### config.mk
export PLATFORM = sky130hd
export DESIGN_NAME = irq_ctrl
export DESIGN_NICKNAME = d
export VERILOG_FILES = /design/src/rtl/irq_ctrl_pkg.sv /design/src/rtl/irq_src_cell.sv /design/src/rtl/irq_ctrl.sv
export SDC_FILE = /design/constraint.sdc
export NUM_CORES = 1
export LEC_CHECK = 0
export BUFFER_PORTS_ARGS = -buffer_cell sky130_fd_sc_hd__buf_2
export CAP_MARGIN = 25
export CORE_UTILIZATION = 62
export DETAILED_ROUTE_END_ITERATION = 8
export MAX_ROUTING_LAYER = met4
export PLACE_DENSITY = 0.91
export RECOVER_POWER = 50
export SYNTH_ARGS = -nofsm -noshare
export SYNTH_HDL_FRONTEND = slang
export SYNTH_SLANG_ARGS = --single-unit
### constraint.sdc
create_clock -name clk -period 3.4 [get_ports clk]
set_input_delay 0.34 -clock clk [delete_from_list [all_inputs] [get_ports clk]]
set_output_delay 0.34 -clock clk [all_outputs]
set_load 0.02 [all_outputs]
### src/rtl/irq_ctrl_pkg.sv
`default_nettype none
// ============================================================================
// Module      : irq_ctrl_pkg
// Description : Shared definitions for the interrupt controller: register
//               offsets, VEC read-field positions, reset values and a
//               lowest-set-bit helper.
// Revision    : 1.0 - initial release
// ============================================================================
package irq_ctrl_pkg;

    // Register offsets on the 3-bit addr bus
    localparam logic [2:0] c_ADDR_PEND   = 3'd0;  // R, W1C (edge-mode bits)
    localparam logic [2:0] c_ADDR_MASK   = 3'd1;  // R/W
    localparam logic [2:0] c_ADDR_MODE   = 3'd2;  // R/W, 1 = edge, 0 = level
    localparam logic [2:0] c_ADDR_POL    = 3'd3;  // R/W, 1 = active-high/rising
    localparam logic [2:0] c_ADDR_VEC    = 3'd4;  // R: vector, W: acknowledge
    localparam logic [2:0] c_ADDR_FORCE  = 3'd5;  // W only, reads zero
    localparam logic [2:0] c_ADDR_ACTIVE = 3'd6;  // R, PEND & MASK
    localparam logic [2:0] c_ADDR_RSVD   = 3'd7;  // reads zero, writes ignored

    // VEC read-data field layout
    localparam int c_VEC_ANY_BIT = 7;
    localparam int c_VEC_IDX_LSB = 0;
    localparam int c_VEC_IDX_W   = 3;

    // Register reset values
    localparam logic [7:0] c_RST_MASK = 8'h00;
    localparam logic [7:0] c_RST_MODE = 8'h00;
    localparam logic [7:0] c_RST_POL  = 8'hFF;

    // Index of the lowest set bit (bit 0 has highest priority); 0 when none.
    function automatic logic [c_VEC_IDX_W-1:0] lowest_set(input logic [7:0] v);
        lowest_set = '0;
        for (int i = 7; i >= 0; i--) begin
            if (v[i]) begin
                lowest_set = c_VEC_IDX_W'(i);
            end
        end
    endfunction

    // Assemble the VEC read value from the masked pending vector.
    function automatic logic [7:0] vec_word(input logic [7:0] act);
        logic [7:0] w;
        w = 8'h00;
        if (|act) begin
            w[c_VEC_ANY_BIT] = 1'b1;
            w[c_VEC_IDX_LSB +: c_VEC_IDX_W] = lowest_set(act);
        end
        return w;
    endfunction

endpackage : irq_ctrl_pkg
`default_nettype wire

### src/rtl/irq_src_cell.sv
`default_nettype none
// ============================================================================
// Module      : irq_src_cell
// Description : One interrupt source: optional synchroniser, polarity
//               adjust, rising-edge detect and the pending flop.
// Ports       : clk       - clock, rising edge
//               rst       - asynchronous active-low reset
//               req       - raw interrupt request from outside
//               pol       - 1 = active-high/rising, 0 = active-low/falling
//               edge_mode - 1 = edge (latched), 0 = level (follows input)
//               set_force - software set, honoured in edge mode only
//               clr       - software clear (W1C or VEC acknowledge)
//               pend      - pending state
// Revision    : 1.0 - initial release
// ============================================================================
module irq_src_cell #(
    parameter int SYNC_STAGES = 2
) (
    input  logic clk,
    input  logic rst,
    input  logic req,
    input  logic pol,
    input  logic edge_mode,
    input  logic set_force,
    input  logic clr,
    output logic pend
);

    logic w_sync;
    logic w_adj;
    logic w_rise;
    logic r_prev;
    logic r_pend;

    generate
        if (SYNC_STAGES == 0) begin : g_no_sync
            assign w_sync = req;
        end else begin : g_sync
            logic [SYNC_STAGES-1:0] r_sync;
            always_ff @(posedge clk or negedge rst) begin
                if (!rst) begin
                    r_sync <= '0;
                end else begin
                    r_sync[0] <= req;
                    for (int s = 1; s < SYNC_STAGES; s++) begin
                        r_sync[s] <= r_sync[s-1];
                    end
                end
            end
            assign w_sync = r_sync[SYNC_STAGES-1];
        end
    endgenerate

    // pol=1 passes the input through, pol=0 inverts it
    assign w_adj  = w_sync ^ ~pol;
    assign w_rise = w_adj & ~r_prev;

    // The previous sample tracks in both modes so that a switch into edge
    // mode does not see a stale 0 and fire a spurious edge.
    always_ff @(posedge clk or negedge rst) begin
        if (!rst) begin
            r_prev <= 1'b0;
            r_pend <= 1'b0;
        end else begin
            r_prev <= w_adj;
            if (edge_mode) begin
                // a set in the same cycle as a clear wins
                r_pend <= w_rise | set_force | (r_pend & ~clr);
            end else begin
                r_pend <= w_adj;
            end
        end
    end

    assign pend = r_pend;

endmodule : irq_src_cell
`default_nettype wire

### src/rtl/irq_ctrl.sv
`default_nettype none
// ============================================================================
// Module      : irq_ctrl
// Description : Small CPU-mapped interrupt controller with up to 8 sources,
//               per-source mask / mode / polarity, software force, W1C and
//               vector acknowledge, and a registered irq output.
// Ports       : clk  - CPU clock, rising edge
//               rst  - asynchronous active-low reset
//               addr - register select
//               dbw  - write data
//               we   - write strobe (already address-qualified)
//               dbr  - registered read data
//               src  - interrupt requests, bit 0 highest priority
//               irq  - registered interrupt request, active-high
// Revision    : 1.0 - initial release
// ============================================================================
module irq_ctrl
    import irq_ctrl_pkg::*;
#(
    parameter int NUM_SRC     = 8,
    parameter int SYNC_STAGES = 2
) (
    input  logic               clk,
    input  logic               rst,
    input  logic [2:0]         addr,
    input  logic [7:0]         dbw,
    input  logic               we,
    output logic [7:0]         dbr,
    input  logic [NUM_SRC-1:0] src,
    output logic               irq
);

    logic [NUM_SRC-1:0] r_mask;
    logic [NUM_SRC-1:0] r_mode;
    logic [NUM_SRC-1:0] r_pol;
    logic [NUM_SRC-1:0] w_pend;
    logic [NUM_SRC-1:0] w_set_force;
    logic [NUM_SRC-1:0] w_clr;
    logic [NUM_SRC-1:0] w_active;
    logic [7:0]         r_dbr;
    logic               r_irq;
    logic [7:0]         w_rdata;
    logic               w_wr_pend;
    logic               w_wr_vec;
    logic               w_wr_force;

    assign w_wr_pend  = we && (addr == c_ADDR_PEND);
    assign w_wr_vec   = we && (addr == c_ADDR_VEC);
    assign w_wr_force = we && (addr == c_ADDR_FORCE);

    assign w_active = w_pend & r_mask;

    generate
        for (genvar i = 0; i < NUM_SRC; i++) begin : g_src
            assign w_set_force[i] = w_wr_force & dbw[i];
            // W1C bit or a VEC acknowledge naming this index
            assign w_clr[i] = (w_wr_pend & dbw[i]) |
                              (w_wr_vec & (dbw[2:0] == 3'(i)));

            irq_src_cell #(
                .SYNC_STAGES (SYNC_STAGES)
            ) u_cell (
                .clk       (clk),
                .rst       (rst),
                .req       (src[i]),
                .pol       (r_pol[i]),
                .edge_mode (r_mode[i]),
                .set_force (w_set_force[i]),
                .clr       (w_clr[i]),
                .pend      (w_pend[i])
            );
        end
    endgenerate

    // Configuration registers
    always_ff @(posedge clk or negedge rst) begin
        if (!rst) begin
            r_mask <= c_RST_MASK[NUM_SRC-1:0];
            r_mode <= c_RST_MODE[NUM_SRC-1:0];
            r_pol  <= c_RST_POL[NUM_SRC-1:0];
        end else if (we) begin
            case (addr)
                c_ADDR_MASK: r_mask <= dbw[NUM_SRC-1:0];
                c_ADDR_MODE: r_mode <= dbw[NUM_SRC-1:0];
                c_ADDR_POL:  r_pol  <= dbw[NUM_SRC-1:0];
                default: ;
            endcase
        end
    end

    // Read mux; unused source bits read as zero
    always_comb begin
        w_rdata = 8'h00;
        case (addr)
            c_ADDR_PEND:   w_rdata = 8'(w_pend);
            c_ADDR_MASK:   w_rdata = 8'(r_mask);
            c_ADDR_MODE:   w_rdata = 8'(r_mode);
            c_ADDR_POL:    w_rdata = 8'(r_pol);
            c_ADDR_VEC:    w_rdata = vec_word(8'(w_active));
            c_ADDR_ACTIVE: w_rdata = 8'(w_active);
            default:       w_rdata = 8'h00;
        endcase
    end

    // Read data and irq are both registered from pre-edge state
    always_ff @(posedge clk or negedge rst) begin
        if (!rst) begin
            r_dbr <= 8'h00;
            r_irq <= 1'b0;
        end else begin
            r_dbr <= w_rdata;
            r_irq <= |w_active;
        end
    end

    assign dbr = r_dbr;
    assign irq = r_irq;

endmodule : irq_ctrl
`default_nettype wire

==> flow_summary_export.csv <==
group,metric,value,unit
timing,max_clock_freq,466.8,MHz
cts,clk_path_buf_depth,2,
floorplan,row_count,24,
detailed_routing,drc,0,
timing,rsz0062_at_grt,"no",
detailed_routing,via_per_inst,6.190,
timing,timing.final.ws_setup,1.258,ns
cts,cts_inserted_buffers,9,
floorplan,die_w,70.06,um
placement,gp_congestion,0.9213,
yosys,synthCells,223,
yosys,synth_cell_type_count,40,
yosys,synth_area_leaders,"dfrtp_1 50%, mux2_2 9.4%, dfstp_2 7.3%",
detailed_routing,num_vias,1956,
status,status,"finished clean",
cts,clkSinkCount,65,
global_route,grt_pass1_vias,1943,
timing,tightest_slew,1.286,ns
global_route,antenna_found_initial,0,
yosys,yosysTopAreaCellShare,49.67,%
layout,fin_area,3183,um^2
placement,place_area,3044,um^2
timing,period_needed,2.142,ns
setup_path,worstPathArrival,2.41,ns
layout,fin_cells,316,
floorplan,start_util,65.05,%
yosys,ys_seq_area_share,56.99,%
pwr,power_frac_seq,52.0,%
layout,final_net_count,281,
yosys,synthMuxAreaShare,13.64,%
timing,fin_skew,0.01076,ns
global_route,grt_max_degree,43,
run,cap_violations,0,
yosys,netlist_area,2872,um^2
pwr,ir_worst_vdd,0.0004014,V
layout,diodes,0,
detailed_routing,wl_per_cell,18.08,um
cts,tritoncts,"done",
yosys,synth_compound_area_share,11.42,%
setup_path,rr_endpoint,"dbr[0]",
timing,fin_crit_sh,63.01,%
pwr,share_comb_of_total_power,21.6,%
worst_hold_path,hold_end,"g_src[3].u_cell.g_sync.r_sync[0]",
global_route,grt-ovfl-total,0,
worst_hold_path,hold_path_class,"in2reg",
worst_hold_path,hold_path_depth,1,
global_route,track_usage,27.26,%
detailed_routing,wirelength,5712,um
timing,maxSlewHeadroom,14.25,%
cts,clock-root-buffer,"clkbuf_8",
timing,setup_viol,0,
timing,timing.hold.ws,0.1091,ns
yosys,synth_top_family_by_area,"multiplexers",
pwr,power_density,655.9,nW/um^2
pwr,p_leak,1.355,nW
detailed_routing,detail-route-antenna-nets,0,
cts,cts_resized,0,
setup_path,reg2reg_depth,4,
detailed_routing,drt-pass1-iter-count,4,
floorplan,chipHeight,70.06,um
placement,dp_cells,299,
yosys,synthAdderAreaFrac,0,%
cts,clkTransAtPathRegs,0.07,ns
timing,hold_violations,0,
floorplan,core-area,4414,um^2
placement,io_buffers,30,
cts,clkLatencyLatePin,0.34,ns
pwr,p_switching,0.0006348,W
yosys,syn_area_per_cell,12.88,um^2
yosys,synthSimpleGateAreaFrac,13.38,%
cts,post_cts_buffers,0,
timing,fin_setup_tns,0,ns
setup_path,r2r_start,"r_mask[5]",
setup_path,critPathLaunchType,"input pin",
setup_path,critPathMaxFanout,18,
yosys,ys_ff_latch,65,
yosys,synth-xor-area-share,2.440,%
cts,h-tree-depth,3,
setup_path,cp.required,3.66,ns
placement,post-place-ws,1.686,ns
setup_path,regToRegSetupSlack,1.97,ns
yosys,synth.largest_area_cell,"dfrtp_1",
pwr,sw_frac_of_total,30.40,%
layout,layout-drive-gt1-share,25.00,%
worst_hold_path,worstHoldStart,"src[3]",
yosys,yosysWarnings,0,
yosys,syn_nets,245,
floorplan,ios,31,
timing,slew_viol_final,0,
pwr,clock_power_share,26.4,%
global_route,grt_pass1_wl,9584,um
layout,syn_to_final_growth,10.85,%
pwr,internal_power,0.001453,W
setup_path,critPathKind,"in2reg",
setup_path,critPathCaptureType,"register",
placement,place_hpwl,3918,um
detailed_routing,drtIter0Drc,174,
floorplan,dieArea,4908,um^2
[Yosys cell counts (all sizes together)]
cell	n
a32oi	1
and4	1
o221ai	2
and3	1
nor2b	2
nand3	10
nand2	34
dfrtp	57
a221o	3
a32o	7
nand4	1
mux4	4
and3b	1
mux2	25
a21boi	1
a22oi	5
nor4	1
a41o	6
nor2	8
o21ai	10
o22ai	1
mux2i	2
o31ai	3
nand2b	4
and2	2
xnor2	8
nand3b	1
buf	4
a21oi	1
inv	3
nor3	1
a31oi	2
clkbuf	3
dfstp	8
[how the worst max path moves through the flow]
stage	from	to	slack, ns	cells past startpoint
after detailed placement	addr[1]	r_mode[3]	1.69	4
after global routing	rst	g_src[4].u_cell.g_sync.r_sync[1]	1.11	3
after global placement	addr[1]	r_mode[3]	1.70	4
after CTS	rst	r_pol[0]	1.90	3
final	addr[0]	g_src[2].u_cell.pend	1.26	5
after floorplan	addr[0]	dbr[3]	2.05	5
[flip-flops by register name (all words and copies together) (netlist names)]
register                    cells
g_src.u_cell.pend               8
r_mode                          8
r_pol                           8
g_src.u_cell.r_prev             8
irq                             1
dbr                             8
r_mask                          8
g_src.u_cell.g_sync.r_sync     16
[logic make-up (layout without fill, tap and decap cells)]
logic type / Yosys count / after routing
and+or+nand+nor: 67 / 67
muxes: 31 / 31
AOI/OAI and AO/OA: 42 / 42
DFF: 65 / 65
xor gates and xnor gates: 8 / 8
buffers and inverters: 10 / 51
[what timing repair did]
action / CTS / global route
endpoints found under the setup margin: 0 / 0
endpoints found under the hold margin: 15 / 0
hold buffers: 1 / 0
[placed cells by master, fill, tap and decap left out, drive strengths merged, types with 2 or more instances in the layout]
cell type | netlist | final
a32o | 7 | 7
nand2 | 34 | 34
nand2b | 4 | 4
dfstp | 8 | 8
mux4 | 4 | 4
clkbuf | 3 | 26
a22oi | 5 | 5
o221ai | 2 | 2
o21ai | 10 | 10
mux2i | 2 | 2
inv | 3 | 3
and2 | 2 | 2
dfrtp | 57 | 57
nand3 | 10 | 10
a41o | 6 | 6
xnor2 | 8 | 8
nor2b | 2 | 2
nor2 | 8 | 8
o31ai | 3 | 3
buf | 4 | 20
a221o | 3 | 3
mux2 | 25 | 25
a31oi | 2 | 2
[power groups by stage]
stage / clock network (W) / registers (W) / logic, W
after floorplan: 0 / 0.00109 / 0.000316
after global routing: 0.000596 / 0.00111 / 0.000495
final: 0.000551 / 0.00109 / 0.000450
after global placement: 0 / 0.00109 / 0.000437
after CTS: 0.000559 / 0.00109 / 0.000460
after detailed placement: 0 / 0.00110 / 0.000457
[layer usage]
metal	up-vias	part of all wire, %	wire [um]	track usage, %
met2	86	48	2763	39.74
li1	895	-	-	-
met5	-	0	0	-
met3	15	6.4	363	6.926
met4	0	2.8	161	14.44
met1	960	42	2424	35.48
[worst max-delay path, stage by stage]
cell	delay, ns
clkbuf_1	0.78
nand2b_2	0.21
nor2_1	0.70
nand3_1	0.21
nand3_1	0.16
[layout make-up]
type / count / area, um^2
Clock buffer: 15 / 156.4
Clock inverter: 1 / 5.005
Fill cell: 307 / 1231
Inverter: 3 / 11.26
Multi-Input combinational cell: 148 / 1155
Sequential cell: 65 / 1637
Tap cell: 52 / 65.06
Timing Repair Buffer: 32 / 153.9
[per-stage QoR]
step / power [W] / util [%]
3_5_place_dp: 0.001558 / 68.96
6_report: 0.002088 / 72.11
5_1_grt: 0.002199 / 72.11
2_1_floorplan: 0.001405 / -
4_1_cts: 0.002108 / 72.85
3_3_place_gp: 0.001527 / 68.96
Power figures use the tool's default switching activity.
